File: src/rtl/isqrt_iterative.sv
// Sequential integer square root: digit-by-digit restoring algorithm, one root bit per clock.
// Returns floor(sqrt(x)) and remainder x - root^2 behind valid/ready handshakes.
module isqrt_iterative #(
  parameter int IN_WIDTH = 32
) (
  input  logic                  clk,
  input  logic                  rst_n,
  input  logic                  in_valid,
  output logic                  in_ready,
  input  logic [IN_WIDTH-1:0]   in_data,
  output logic                  out_valid,
  input  logic                  out_ready,
  output logic [IN_WIDTH/2-1:0] out_root,
  output logic [IN_WIDTH/2:0]   out_rem,
  output logic                  busy
);
  localparam int RW = IN_WIDTH / 2;
  localparam int CW = $clog2(RW);

  generate
    if ((IN_WIDTH % 2) != 0 || IN_WIDTH < 4) begin : g_bad_width
      $error("isqrt_iterative: IN_WIDTH must be even and >= 4");
    end
  endgenerate

  typedef enum logic [1:0] {IDLE, CALC, DONE} state_t;

  state_t              state_reg, state_next;
  logic [IN_WIDTH-1:0] x_reg;
  logic [RW+1:0]       rem_reg;
  logic [RW-1:0]       root_reg;
  logic [CW-1:0]       cnt_reg;

  logic [RW+3:0]       rem_shift, trial;
  logic [RW+1:0]       rem_step;
  logic [RW-1:0]       root_step;
  logic                fits;

  // One restoring step: bring down the next two radicand bits and try 4*root+1.
  always_comb begin
    rem_shift = {rem_reg, x_reg[IN_WIDTH-1 -: 2]};
    trial     = {2'b00, root_reg, 2'b01};
    fits      = (rem_shift >= trial);
    rem_step  = (RW+2)'(fits ? rem_shift - trial : rem_shift);
    root_step = {root_reg[RW-2:0], fits};
  end

  assign in_ready  = (state_reg == IDLE) && rst_n;
  assign out_valid = (state_reg == DONE);
  assign busy      = (state_reg != IDLE);

  always_ff @(posedge clk or negedge rst_n) begin
    if (!rst_n) begin
      state_reg <= IDLE;
    end else begin
      state_reg <= state_next;
    end
  end

  always_comb begin
    state_next = state_reg;
    case (state_reg)
      IDLE:    if (in_valid) state_next = CALC;
      CALC:    if (cnt_reg == '0) state_next = DONE;
      DONE:    if (out_ready) state_next = IDLE;
      default: state_next = IDLE;
    endcase
  end

  always_ff @(posedge clk or negedge rst_n) begin
    if (!rst_n) begin
      x_reg    <= '0;
      rem_reg  <= '0;
      root_reg <= '0;
      cnt_reg  <= '0;
      out_root <= '0;
      out_rem  <= '0;
    end else begin
      case (state_reg)
        IDLE: begin
          if (in_valid) begin
            x_reg    <= in_data;
            rem_reg  <= '0;
            root_reg <= '0;
            cnt_reg  <= CW'(RW - 1);
          end
        end
        CALC: begin
          x_reg    <= {x_reg[IN_WIDTH-3:0], 2'b00};
          rem_reg  <= rem_step;
          root_reg <= root_step;
          // Final remainder is bounded by 2*root, so RW+1 bits always suffice.
          if (cnt_reg == '0) begin
            out_root <= root_step;
            out_rem  <= (RW+1)'(rem_step);
          end else begin
            cnt_reg <= cnt_reg - CW'(1);
          end
        end
        default: ;
      endcase
    end
  end
endmodule
File: config.mk
export PLATFORM = sky130hd
export DESIGN_NAME = isqrt_iterative
export DESIGN_NICKNAME = d
export VERILOG_FILES = /design/src/rtl/isqrt_iterative.sv
export SDC_FILE = /design/constraint.sdc
export NUM_CORES = 1
export LEC_CHECK = 0
export CORE_MARGIN = 4
export CORE_UTILIZATION = 25
export CTS_CLUSTER_SIZE = 8
export DETAILED_ROUTE_END_ITERATION = 8
export GPL_TIMING_DRIVEN = 1
export PLACE_DENSITY = 0.53
export SYNTH_ARGS = -nofsm -noshare
export SYNTH_HDL_FRONTEND = slang
export SYNTH_SLANG_ARGS = --single-unit
File: constraint.sdc
create_clock -name clk -period 2.5 [get_ports clk]
set_input_delay 0.5 -clock clk [delete_from_list [all_inputs] [get_ports clk]]
set_output_delay 0.5 -clock clk [all_outputs]
set_load 0.03 [all_outputs]
==> flow_summary.yaml, run 1 <==
global_routing:
  global_route.usage.total_pct: 10.8
  largest_net_degree_at_the_start_of_global_routing: 106
  grt_pass1_wl_microns: 20500
  grt_antenna_before_repair: 0
  number_of_global_route_vias_before_repair: 3943
  grt_overflow: 0
sta:
  fin_ws_ns: 0.136
  worst-slew-pin-transition_ns: 0.637
  maxSlewHeadroom_pct: 57.5
  report.final.slew_viol_count: 0
  ratio_of_final_minimum_period_to_clock_period_pct: 94.6
  final_period_minus_worst_setup_slack_ns: 2.36
  setup_repair_after_global_routing_missed_its_margin: "true"
  final-hold-violation-count: 0
  setup_violations: 0
  finalHoldWorstSlack_ns: 0.240
  clock-skew-final_ns: 0.0108
  highest_clock_frequency_the_design_can_meet_mhz: 423
detailed_routing:
  initial_drt_markers: 200
  route.detailed.drc: 0
  drt_pre_antenna_iters: 4
  final_routed_wirelength_microns: 12300
  wire_per_inst_microns: 13.6
  route.vias.total: 3985
  detail-route-antenna-nets: 0
  post_drt_via_cell_ratio: 4.41
clocking:
  clock_sinks: 105
  cts.root.buffer_cell: "clkbuf_16"
  h-tree-depth: 3
  hold_buffers: 0
  cts_inserted_buffers: 9
  maximum_buffer_depth_of_the_clock_tree: 2
  clk_transition_reported_paths_ns: 0.07
  clock_latency_ns: 0.35
  clock_tree_from_tritoncts: "yes"
floorplan:
  initial_core_util_pct: 25.7
  die_height_microns: 153
  die_area_sq_mm: 0.0233
  floorplan.rows: 52
  core_sq_mm: 0.0204
  io-pin-count: 72
  die_width_microns: 153
synth:
  synth.lib_cells_used.distinct: 45
  synth_mux_area_share_pct: 8.77
  synth_simple_gate_area_share_pct: 12.7
  synth-xor-area-share_pct: 2.51
  cell_type_with_the_highest_aggregate_area_in_the_netlist: "dfrtp_1"
  synthesis.nets: 604
  synthAdderAreaFrac_pct: 4.55
  yosys-top-cells-area: "dfrtp_1 50%, nand2_1 8.3%, mux2i_1 8.0%"
  yosys_warnings: 0
  syn-instance-count: 549
  syn_std_cell_area_sq_mm: 0.00522
  synth-async-reset-ratio_pct: 100
  synth_edf_count: 0
  postSynth.topFlopCell: "dfrtp_1"
  yosysSeqAreaShare_pct: 50.3
  synth-seq-cells: 105
  synth_top_family_by_area: "compound AO/OA/AOI/OAI gates"
  synth_area_per_cell_sq_um: 9.52
  synth_compound_area_share_pct: 17.4
  synth.top_cell.area_share_pct: 50.3
setup_path:
  timing.critical_path.depth: 7
  cp.buffers_inverters: 0
  worstSetupStartpointType: "flip-flop"
  critical-path-top-delay-family: "compound AO/OA/AOI/OAI gates"
  arrival_ns: 2.59
  crit_path_max_fanout: 5
  worstPathCellList: "ha_1 -> a2111oi_4 -> o21ai_0 -> o21ai_1 -> a31oi_4 -> mux2_4 -> mux2_2"
  timing.critical_path.slowest_cell_delay_ns: 0.40
  setup.worst_path.class: "reg -> reg"
  cpMaxStageDelayCell: "dfrtp_1"
  r2r_cells: 7
  setup.worst_path.end_class: "flip-flop"
  cp.required_ns: 2.73
place:
  finalWeightedCongestion: 0.816
  placedInstanceArea_sq_mm: 0.00641
  place.port_buffers: 71
  detailed_placement_wirelength_estimate_microns: 8620
  place_ws_ns: 0.0543
  place.detailed.instances: 886
finish:
  n_fill_cell: 2170
  layout.cells.non_filler: 903
  area.sequential_sq_mm: 0.00263
  drive_above_1_share_pct: 10.1
  max_reg_flops: 32
  area_growth_pct: 31.1
  multiInputGateArea_sq_mm: 0.00249
  diodes: 0
  finish.net_count: 683
  final_design_area_no_fill_sq_mm: 0.00685
status:
  run_status: "finished clean"
worst_hold_path:
  hp-class: "in -> async"
run:
  drv_cap: 0
[cell usage after synthesis, drive strengths merged, types with 3 or more instances]
master	count
buf	8
a31oi	5
xor2	5
nor2b	4
a21o	5
mux2	3
nand2b	4
clkbuf	19
nand2	115
mux2i	42
nor2	17
xnor2	10
dfrtp	105
o21ai	104
and3	5
ha	19
inv	23
a21oi	24
nor3	4
and2	4
[what timing repair did]
item | CTS | global route
gates resized for setup | 0 | 14
setup buffers | 0 | 1
endpoints found under the setup margin | 0 | 33
hold endpoints to repair | 0 | 0
[worst reg2reg max path, delay by kind of cell (launching register included)]
kind | cells | cell delay (ns)
AOI/OAI and AO/OA | 4 | 0.85
muxes | 2 | 0.60
DFF | 1 | 0.40
adders and majority gates | 1 | 0.39
[stage by stage]
stage	utilization, %	setup TNS, ns
after floorplan	-	0
after global placement	31.5	0
after detailed placement	31.5	0
after CTS	33.2	0
after global routing	33.6	-0.00623
final	33.6	0
[logic make-up (layout without fill, tap and decap cells)]
family          after synthesis  in the layout
xor+xnor                     15             15
mux                          45             45
simple gates                159            159
flops                       105            105
buf+inv                      50            134
fa+ha+maj                    19             19
compound gates              156            156
[metal layers]
| layer | global-route usage [%] | share of wire [%] | vias up |
|---|---|---|---|
| li1 | - | - | 2050 |
| met5 | 0 | 0 | - |
| met2 | 16.9 | 45 | 70 |
| met1 | 14.5 | 48 | 1853 |
| met4 | 2.93 | 1.2 | 0 |
| met3 | 3.58 | 5.4 | 12 |
[final cells by class]
cell class | instances | share of cell area (%)
Clock buffer | 10 | 3.49
Sequential cell | 105 | 38.4
Timing Repair Buffer | 95 | 13.8
Inverter | 23 | 1.26
Tap cell | 270 | 4.93
Multi-Input combinational cell | 394 | 36.4
Clock inverter | 6 | 1.68
[path summary, 6_finish.rpt]
path,slack [ns],endpoint,from
max,0.14,out_rem[10],rem_reg[15]
max reg2reg,0.14,out_rem[10],rem_reg[15]
min in group clk,0.48,out_root[5],out_root[5]
min reg2reg,0.48,out_root[5],out_root[5]
max in group asynchronous,1.73,x_reg[7],rst_n
min,0.24,out_root[5],rst_n
[layout by cell type, fill, tap and decap left out, drive strengths merged, types with 2 or more instances in the layout]
master	Yosys	routed
a22o	2	2
and2	4	4
buf	8	26
mux2i	42	42
nor2	17	17
nand3	2	2
o21ai	104	104
nand4	2	2
ha	19	19
nand2	115	115
and3	5	5
clkdlybuf4s50	0	69
nor2b	4	4
xor2	5	5
xnor2	10	10
a2bb2oi	2	2
a21oi	24	24
clkinv	0	2
a31oi	5	5
o21bai	2	2
clkbuf	19	10
nand2b	4	4
a21o	5	5
dfrtp	105	105
o211ai	2	2
mux2	3	3
nor3	4	4
a221oi	2	2
bufinv	0	3
inv	23	23
Power of run 1 is not shown: default switching activity piles up to over one toggle a cycle in this logic, so the estimate is an artifact.
==> run 2: changes to the inputs <==
CTS_BUF_LIST = sky130_fd_sc_hd__clkbuf_8   (was default)
==> run 2 against run 1 <==
Compared with the run above:
- cell count unchanged
- worst setup slack worse by 0.025 ns
- via count down 0.15%
- clock skew is 0.0070 ns higher
- fmax decreased by 1.1%
- worst hold slack worse by 0.033 ns
- die area unchanged
- sequential share of layout area increased by 0.54 points
- global-route usage decreased by 0.12 points
- first-iteration DRC count increased by 7.5%
==> flow_summary.yaml, run 2 (synthesis gave the netlist of run 1 again) <==
detailed_routing:
  detail-route-antenna-nets: 0
  drt_pre_antenna_iters: 4
  route.vias.total: 3979
  final_routed_wirelength_microns: 12300
  post_drt_via_cell_ratio: 4.41
  route.detailed.drc: 0
  wire_per_inst_microns: 13.7
  initial_drt_markers: 215
place:
  finalWeightedCongestion: 0.816
  place_ws_ns: 0.0543
  detailed_placement_wirelength_estimate_microns: 8620
  place.port_buffers: 71
pwr:
  share_comb_of_total_power_pct: 61.9
  clock_power_share_pct: 11.5
  switching_share_pct: 43.8
  power_per_cell_area_mw_per_mm2: 1680
  peakVddDrop_mv: 0.533
  internal_power_mw: 6.37
  power.switching_mw: 4.97
  p_leak_nw: 3.10
  sequentialPowerShare_pct: 26.7
  total_power_mw: 11.3
floorplan:
  die_width_microns: 153
  die_area_sq_mm: 0.0233
  floorplan.rows: 52
  core_sq_mm: 0.0204
  initial_core_util_pct: 25.7
  die_height_microns: 153
  io-pin-count: 72
setup_path:
  cp.required_ns: 2.76
  setup.reg_to_reg.worst_slack_ns: 0.11
  worst_r2r_startpoint: "root_reg[15]"
  arrival_ns: 2.65
  setup.worst_path.end_class: "flip-flop"
  crit_start: "root_reg[15]"
  cpMaxStageDelayCell: "a2111oi_4"
  timing.critical_path.slowest_cell_delay_ns: 0.41
  worstPathCellList: "inv_1 -> ha_2 -> a2111oi_4 -> o21ai_0 -> o21ai_1 -> a31oi_4 -> mux2_4 -> mux2_2"
  worstSetupStartpointType: "flip-flop"
  setup.worst_path.class: "reg -> reg"
  crit_path_max_fanout: 5
global_routing:
  global_route.usage.total_pct: 10.7
  grt_pass1_wl_microns: 20400
  grt_antenna_before_repair: 0
  largest_net_degree_at_the_start_of_global_routing: 106
  number_of_global_route_vias_before_repair: 3923
  grt_overflow: 0
finish:
  max_reg_flops: 32
  final_util_pct: 33.2
  diodes: 0
  layout_common_cells: "114 x nand2_1, 105 x dfrtp_1, 70 x o21ai_0"
  area.sequential_sq_mm: 0.00263
  finish.net_count: 683
  multiInputGateArea_sq_mm: 0.00250
  mostFrequentLayoutCell: "nand2_1"
  area_growth_pct: 29.3
  n_fill_cell: 2175
  drive_above_1_share_pct: 10.4
sta:
  final-hold-violation-count: 0
  worst-slew-pin-transition_ns: 0.643
  report.final.slew_viol_count: 0
  fin_ws_ns: 0.110
  fin_tns_setup_ns: 0
  setup_violations: 0
  highest_clock_frequency_the_design_can_meet_mhz: 418
  final_period_minus_worst_setup_slack_ns: 2.39
  clock-skew-final_ns: 0.0179
  ratio_of_final_minimum_period_to_clock_period_pct: 95.6
  maxSlewHeadroom_pct: 57.2
clocking:
  maximum_buffer_depth_of_the_clock_tree: 2
  cts.root.buffer_cell: "clkbuf_8"
  clock_sinks: 105
  clk_transition_reported_paths_ns: 0.11
  hold_buffers: 0
  clock_latency_ns: 0.39
  clock_tree_from_tritoncts: "yes"
  cts_inserted_buffers: 9
  h-tree-depth: 3
status:
  run_status: "finished clean"
worst_hold_path:
  hp-class: "in -> async"
run:
  drv_cap: 0
-- run 2: changes by cell type in the layout (fill, tap and decap cells not counted) --
cell       delta
clkbuf_16     -9
clkbuf_8      +9
ha_2          +1
a21oi_1       -1
a21oi_2       +1
ha_1          -1
-- run 2: power groups by stage --
stage                     logic (mW)  registers, mW  clock network (mW)
after global routing            7.79           3.13                1.43
final                           7.01           3.02                1.30
after detailed placement        6.91           3.05                   0
after global placement          6.86           3.03                   0
after CTS                       6.94           3.02                1.37
after floorplan                 4.26           3.41                   0
-- run 2: routing by layer --
layer | GRT usage [%] | vias up | wire [microns]
met5 | 0 | - | 0
met4 | 1.91 | 0 | 86
met3 | 4.00 | 6 | 733
met1 | 14.4 | 1852 | 5920
li1 | - | 2050 | -
met2 | 16.8 | 71 | 5590
-- run 2: cell type report --
class / instances / share of cell area, %
timing repair buffer: 95 / 14.0
sequential: 105 / 38.9
clock inverter: 6 / 1.70
multi-input combinational: 394 / 37.0
inverter: 23 / 1.28
tap: 270 / 5.00
clock buffer: 10 / 2.04
-- run 2: worst max-delay path, delay by kind of cell (launching register included) --
| family | cells | cell delay, ns |
|---|---|---|
| mux | 2 | 0.60 |
| flops | 1 | 0.39 |
| compound gates | 4 | 0.90 |
| fa+ha+maj | 1 | 0.30 |
| buf+inv | 1 | 0.06 |
-- run 2: worst paths after layout --
kind	cells after the start	to
hold / removal	2	out_root[5]
max in group asynchronous	2	out_rem[0]
setup reg to reg	8	out_rem[10]
setup / recovery	8	out_rem[10]
hold reg to reg	2	out_root[5]
min in group clk	2	out_root[5]
-- run 2: metrics by stage --
step                      hold WS (ns)  area, sq um  std cells
after CTS                        0.286         6680        902
after global placement           0.461         6410        886
after floorplan                  0.204         5220        549
final                            0.208         6750        903
after detailed placement         0.470         6410        886
after global routing             0.308         6750        903
-- run 2: what timing repair did --
item | CTS | global route
resized for setup | 1 | 15
pin swaps | 0 | 3
setup endpoints to repair | 2 | 32
cloned | 0 | 0
hold endpoints to repair | 0 | 0
setup buffers | 0 | 1
Note: power is estimated with default switching activity, not from simulation.
==> run 3: changes to the inputs <==
SLEW_MARGIN = 20   (was default)
==> results of run 3 <==
Same layout as run 2: the final DEF is identical, and so are final timing and power.
